`src/rtl/lcd_reader.sv`:
```
// Read-side controller for an HD44780-style LCD in 4-bit mode: status or data-RAM
// reads as two E strobes (high nibble first), with an optional busy-flag poll loop.
module lcd_reader #(
  parameter int TAS       = 2,
  parameter int TEH       = 8,
  parameter int TEL       = 16,
  parameter int MAX_POLLS = 1024,
  parameter int PW        = 11
) (
  input  logic       clk,
  input  logic       rst,
  input  logic       start,
  input  logic       rs_sel,
  input  logic       poll,
  input  logic [3:0] sf_d_in,
  output logic       ready,
  output logic       bus_req,
  output logic       valid,
  output logic [7:0] data_out,
  output logic       busy_flag,
  output logic [6:0] addr,
  output logic       timeout,
  output logic       lcd_rs,
  output logic       lcd_rw,
  output logic       lcd_e
);

  localparam int CMAX0 = (TAS > TEH) ? TAS : TEH;
  localparam int CMAX  = (CMAX0 > TEL) ? CMAX0 : TEL;
  localparam int CW    = (CMAX > 1) ? $clog2(CMAX) : 1;

  localparam logic [CW-1:0] TAS_L = CW'(TAS - 1);
  localparam logic [CW-1:0] TEH_L = CW'(TEH - 1);
  localparam logic [CW-1:0] TEL_L = CW'(TEL - 1);
  localparam logic [PW:0]   MAXP  = (PW+1)'(MAX_POLLS);

  typedef enum logic [2:0] {
    IDLE, SETUP, E1H, E1L, E2H, E2L, DONE
  } state_t;

  state_t         state_q;
  logic [CW-1:0]  cnt_q;
  logic [PW-1:0]  pcnt_q;
  logic           poll_q;
  logic           rs_q;
  logic           ready_q;
  logic           bus_req_q;
  logic           valid_q;
  logic [7:0]     data_q;
  logic           busy_q;
  logic [6:0]     addr_q;
  logic           timeout_q;
  logic           lcd_rs_q;
  logic           lcd_rw_q;
  logic           lcd_e_q;

  logic [PW:0]    pnext_d;
  logic [CW-1:0]  cnt_inc_d;

  assign pnext_d   = {1'b0, pcnt_q} + {{PW{1'b0}}, 1'b1};
  assign cnt_inc_d = cnt_q + {{(CW-1){1'b0}}, 1'b1};

  // Each timed state is entered with cnt_q=0 and leaves on the edge where
  // cnt_q reaches its length-1, so it lasts exactly that many cycles.
  always_ff @(posedge clk or negedge rst) begin
    if (!rst) begin
      state_q   <= IDLE;
      cnt_q     <= '0;
      pcnt_q    <= '0;
      poll_q    <= 1'b0;
      rs_q      <= 1'b0;
      ready_q   <= 1'b1;
      bus_req_q <= 1'b0;
      valid_q   <= 1'b0;
      data_q    <= '0;
      busy_q    <= 1'b0;
      addr_q    <= '0;
      timeout_q <= 1'b0;
      lcd_rs_q  <= 1'b0;
      lcd_rw_q  <= 1'b0;
      lcd_e_q   <= 1'b0;
    end else begin
      valid_q <= 1'b0;
      case (state_q)
        IDLE: begin
          if (start) begin
            rs_q      <= rs_sel;
            poll_q    <= poll & ~rs_sel;
            pcnt_q    <= '0;
            cnt_q     <= '0;
            timeout_q <= 1'b0;
            bus_req_q <= 1'b1;
            lcd_rw_q  <= 1'b1;
            lcd_rs_q  <= rs_sel;
            ready_q   <= 1'b0;
            state_q   <= SETUP;
          end
        end
        SETUP: begin
          if (cnt_q == TAS_L) begin
            cnt_q   <= '0;
            lcd_e_q <= 1'b1;
            state_q <= E1H;
          end else begin
            cnt_q <= cnt_inc_d;
          end
        end
        E1H: begin
          if (cnt_q == TEH_L) begin
            cnt_q       <= '0;
            data_q[7:4] <= sf_d_in;
            lcd_e_q     <= 1'b0;
            state_q     <= E1L;
          end else begin
            cnt_q <= cnt_inc_d;
          end
        end
        E1L: begin
          if (cnt_q == TEL_L) begin
            cnt_q   <= '0;
            lcd_e_q <= 1'b1;
            state_q <= E2H;
          end else begin
            cnt_q <= cnt_inc_d;
          end
        end
        E2H: begin
          if (cnt_q == TEH_L) begin
            cnt_q       <= '0;
            data_q[3:0] <= sf_d_in;
            lcd_e_q     <= 1'b0;
            state_q     <= E2L;
          end else begin
            cnt_q <= cnt_inc_d;
          end
        end
        E2L: begin
          if (cnt_q == TEL_L) begin
            cnt_q <= '0;
            // RS/RW never changed during the loop, so the next strobe needs no setup.
            if (poll_q && data_q[7] && (pnext_d < MAXP)) begin
              pcnt_q  <= pnext_d[PW-1:0];
              lcd_e_q <= 1'b1;
              state_q <= E1H;
            end else begin
              valid_q   <= 1'b1;
              busy_q    <= ~rs_q & data_q[7];
              addr_q    <= rs_q ? 7'd0 : data_q[6:0];
              timeout_q <= poll_q & data_q[7];
              lcd_rw_q  <= 1'b0;
              lcd_rs_q  <= 1'b0;
              state_q   <= DONE;
            end
          end else begin
            cnt_q <= cnt_inc_d;
          end
        end
        DONE: begin
          bus_req_q <= 1'b0;
          ready_q   <= 1'b1;
          state_q   <= IDLE;
        end
        default: begin
          bus_req_q <= 1'b0;
          ready_q   <= 1'b1;
          lcd_e_q   <= 1'b0;
          lcd_rw_q  <= 1'b0;
          lcd_rs_q  <= 1'b0;
          state_q   <= IDLE;
        end
      endcase
    end
  end

  assign ready     = ready_q;
  assign bus_req   = bus_req_q;
  assign valid     = valid_q;
  assign data_out  = data_q;
  assign busy_flag = busy_q;
  assign addr      = addr_q;
  assign timeout   = timeout_q;
  assign lcd_rs    = lcd_rs_q;
  assign lcd_rw    = lcd_rw_q;
  assign lcd_e     = lcd_e_q;

endmodule

```
`config.mk`:
```
export PLATFORM = sky130hd
export DESIGN_NAME = lcd_reader
export DESIGN_NICKNAME = d
export VERILOG_FILES = /design/src/rtl/lcd_reader.sv
export SDC_FILE = /design/constraint.sdc
export NUM_CORES = 1
export LEC_CHECK = 0
export ABC_CLOCK_PERIOD_IN_PS = 4000
export CELL_PAD_IN_SITES_DETAIL_PLACEMENT = 0
export CELL_PAD_IN_SITES_GLOBAL_PLACEMENT = 2
export CORE_AREA = 2 2 82 84
export CTS_CLUSTER_DIAMETER = 40
export DETAILED_ROUTE_END_ITERATION = 12
export DIE_AREA = 0 0 84 86
export PLACE_DENSITY_LB_ADDON = 0.1
export SLEW_MARGIN = 0
export SYNTH_ARGS = -nofsm -noshare
export SYNTH_HDL_FRONTEND = slang
export SYNTH_SLANG_ARGS = --single-unit
```
`constraint.sdc`:
```
create_clock -name clk -period 4 [get_ports clk]
set_clock_uncertainty 0.2 [all_clocks]
set_input_delay 0.8 -clock clk [delete_from_list [all_inputs] [get_ports clk]]
set_output_delay 0.8 -clock clk [all_outputs]
set_load 0.02 [all_outputs]
```
==> results.md <==
- Post-synth ARST share: 100.0%
- M1 WL: about 2700 um
- Worst Hold Class: flop to flop
- Synthesized area: 2168 um^2
- Slew HR: between 30 and 40%
- Final Hold Viols: 0
- GPL Wtd Cong: a little under 0.8
- N_diodes: 0
- CP endpoint kind: flop
- Mean Syn Cell Area: 10.04 um^2
- Total routed wirelength: about 5400 um
- # DRC: 0
- Setup Viol. Count Final: 0
- Post-route setup slack: 1278 ps
- DR pass1 iterations: 4
- Peak supply drop: around 0.00015 V
- Worst-Skew Late Latency: 300 ps
- Post-DR vias/cell: between 5 and 6
- Dpl hpwl: about 3800 um
- Maximum buffer depth of the clock tree: 2
- Fin util: between 40% and 50%
- Post-DRT Antenna Nets: 0
- Seq cells post-synth: between 40 and 50
- Gates resized, CTS repair: 0
- DR top layer: met4
- Post-DR wirelength/cell: between 15 and 20 um
- Worst setup path endpoint: pcnt_q[5]$_DFFE_PN0P_
- Setup crit start kind: flop
- Setup TNS: 0 ps
- First-pass GRT wire length: around 8900 um
- Synth warn: 0
- Largest net degree at the start of global routing: between 40 and 50
- R2R depth: 6
- Starting DRT DRC Count: 74
- Largest fanout on the critical path: 12
- Core area: roughly 6300 um^2
- Synth area leaders: dfrtp_1 48%, o21ai_0 5.3%, nand2_1 4.7%
- Leading area contributor after synthesis: dfrtp_1
- Met3 wire len: 148 um
- CTS tree: built
- Synthesized instance count: ~220
- Clk root buf: clkbuf_8
- Fin crit share: roughly two thirds
- Synthesis-to-layout area growth: 21.99%
- CP arrival: 2710 ps
- Initial antenna violation count: 0
- Slew Viols, Final: 0
- IO Pins: 32
- Post-synthesis cell type count: 49
- Die Span Y: 86 um
- Vias: roughly 1700
- CTS H-tree depth: 2
- Critical Path Start: pcnt_q[0]$_DFFE_PN0P_
- Register area share after synthesis: about half
- Final net count: 258
- Synth top area share: around half
- Die Wd: ~84 um
- Maximum Capacitance Violations: 0
- Worst Max-Slew Pin Slew: around 1000 ps
- Met2 WL: 2504 um
- Top_reg_cell synth: dfrtp_1
- P_leak: approximately 1.1 nW
- Pwr/cell area: between 300 and 400 nW/um^2
- Final min period: between 2000 and 3000 ps
- GRT overflow: 0
- Post-CTS Setup Bufs: 0
- Post-CTS Hold Fix Bufs: 0
- Place WS: roughly 1300 ps
- Syn nets: approximately 230
- PortBufs: 31
- Total CTS buffers: 5
- Worst Setup Path Type: flop to flop
- Share of layout cells above drive strength 1: 13.36%
- Clk pin slew, worst setup/hold paths: approximately 90 ps
- Vias in the first global route: ~1800
- Core Rows: 29
- Worst r2r src: pcnt_q[0]$_DFFE_PN0P_
- Critical Path RT: just under 4000 ps
- Clock Sinks: 43
- Min-delay src: ready$_DFFE_PN1P_
- Run status: finished, final reports clean
- Overall Global Routing Usage: roughly 16%
- Unrepaired setup endpoints after global routing: false
- Setup slack, reg-to-reg: around 1300 ps
- Starting Density: 34.54%
- Number of flops mapped to enable cells by yosys: 0
- Worst r2r dst: pcnt_q[5]$_DFFE_PN0P_
- DIE AREA: a little over 7000 um^2
- Maximum clock rate: roughly 0.37 GHz
[worst min path at each step]
stage	depth (start not counted)	slack, ps	end
after global placement	2	250	ready$_DFFE_PN1P_
final	2	260	ready$_DFFE_PN1P_
after floorplan	1	250	pcnt_q[6]$_DFFE_PN0P_
after global routing	2	300	ready$_DFFE_PN1P_
after detailed placement	2	250	ready$_DFFE_PN1P_
after CTS	2	270	ready$_DFFE_PN1P_
[flip-flops by register name, summed over array words and instances, names as in the netlist]
register / cells
ready: 1
pcnt_q: 11
lcd_e: 1
rs_q: 1
data_out: 8
valid: 1
lcd_rw: 1
timeout: 1
state_q: 3
lcd_rs: 1
addr: 7
bus_req: 1
busy_flag: 1
cnt_q: 4
poll_q: 1
[per-layer routing]
| layer | vias up | track usage (%) |
|---|---|---|
| li1 | 841 | - |
| met1 | 867 | 21.39 |
| met2 | 21 | 25.31 |
| met3 | 4 | 3.369 |
| met4 | 0 | 4.399 |
| met5 | - | 0 |
[report_power, final]
| group | switching (W) | internal, W |
|---|---|---|
| logic | 0.0000195 | 0.0000173 |
| registers | 0.00000396 | 0.000438 |
| clock network | 0.000158 | 0.000186 |
| total | 0.000182 | 0.000642 |
[layout by cell type, fill, tap and decap left out, drive strengths merged, types with 2 or more instances in the layout]
cell type,synthesis,final
nand3b,3,3
a22o,2,2
nor2,8,8
o31ai,2,2
dfrtp,42,42
clkdlybuf4s50,0,30
a21oi,9,9
nand2b,12,12
o21ai,25,25
mux2,10,10
nand2,27,27
or3,2,2
and2,3,3
a31oi,7,7
a41oi,2,2
clkinv,0,2
clkbuf,3,5
inv,8,8
o22a,2,2
nor4,3,3
ha,3,3
xor2,2,2
and3,4,4
o311ai,3,3
nor3,4,4
nand3,12,12
[final cells by class]
cell class | count | area (um^2)
clock inverter | 3 | 43.79
inverter | 8 | 30.03
sequential | 43 | 1077
multi-input combinational | 157 | 1023
timing repair buffer | 31 | 305.3
clock buffer | 5 | 68.82
tap | 77 | 96.34
fill | 626 | 3632
[cell families after synthesis]
family,after synthesis,share of synthesized area (%)
and+or+nand+nor,81,20.37
AOI/OAI and AO/OA,59,17.89
DFF,43,49.68
buffers and inverters,16,3.116
muxes,11,6.001
xor gates and xnor gates,3,1.212
adders and majority gates,3,1.731
[stage by stage]
stage          cells  hold slack (ps)  cell area, um^2  total power, W
6_report         324            262.0             2645       0.0008234
5_1_grt          324            295.0             2645       0.0008565
4_1_cts          324            266.7             2645       0.0008389
3_5_place_dp     316            249.5             2532       0.0004892
3_3_place_gp     316            249.0             2532       0.0004890
2_1_floorplan    216            252.7             2168       0.0004608
[worst max-delay path, stage by stage, from the launching register on]
cell and delay (ps):
dfrtp_1 410, ha_1 250, nand3_2 150, nor4_4 420
mux2i_1 770, a21oi_1 140, o41ai_1 290
[synthesized netlist by cell type (2+ instances only)]
cell / count
xor2_1: 2
o22a_1: 2
nand3b_1: 3
nand3_1: 10
nand2_1: 27
a22o_1: 2
buf_2: 5
o21ai_0: 23
and2_2: 2
dfrtp_1: 42
nand3_2: 2
a41oi_1: 2
o311ai_0: 2
mux2_4: 2
a21oi_1: 9
nor2_1: 7
mux2_2: 8
nor3_1: 4
clkbuf_1: 2
inv_1: 8
and3_2: 2
o31ai_1: 2
ha_1: 3
nand2b_1: 12
nor4_1: 2
and3_1: 2
a31oi_1: 7
Power figures use the tool's default switching activity.
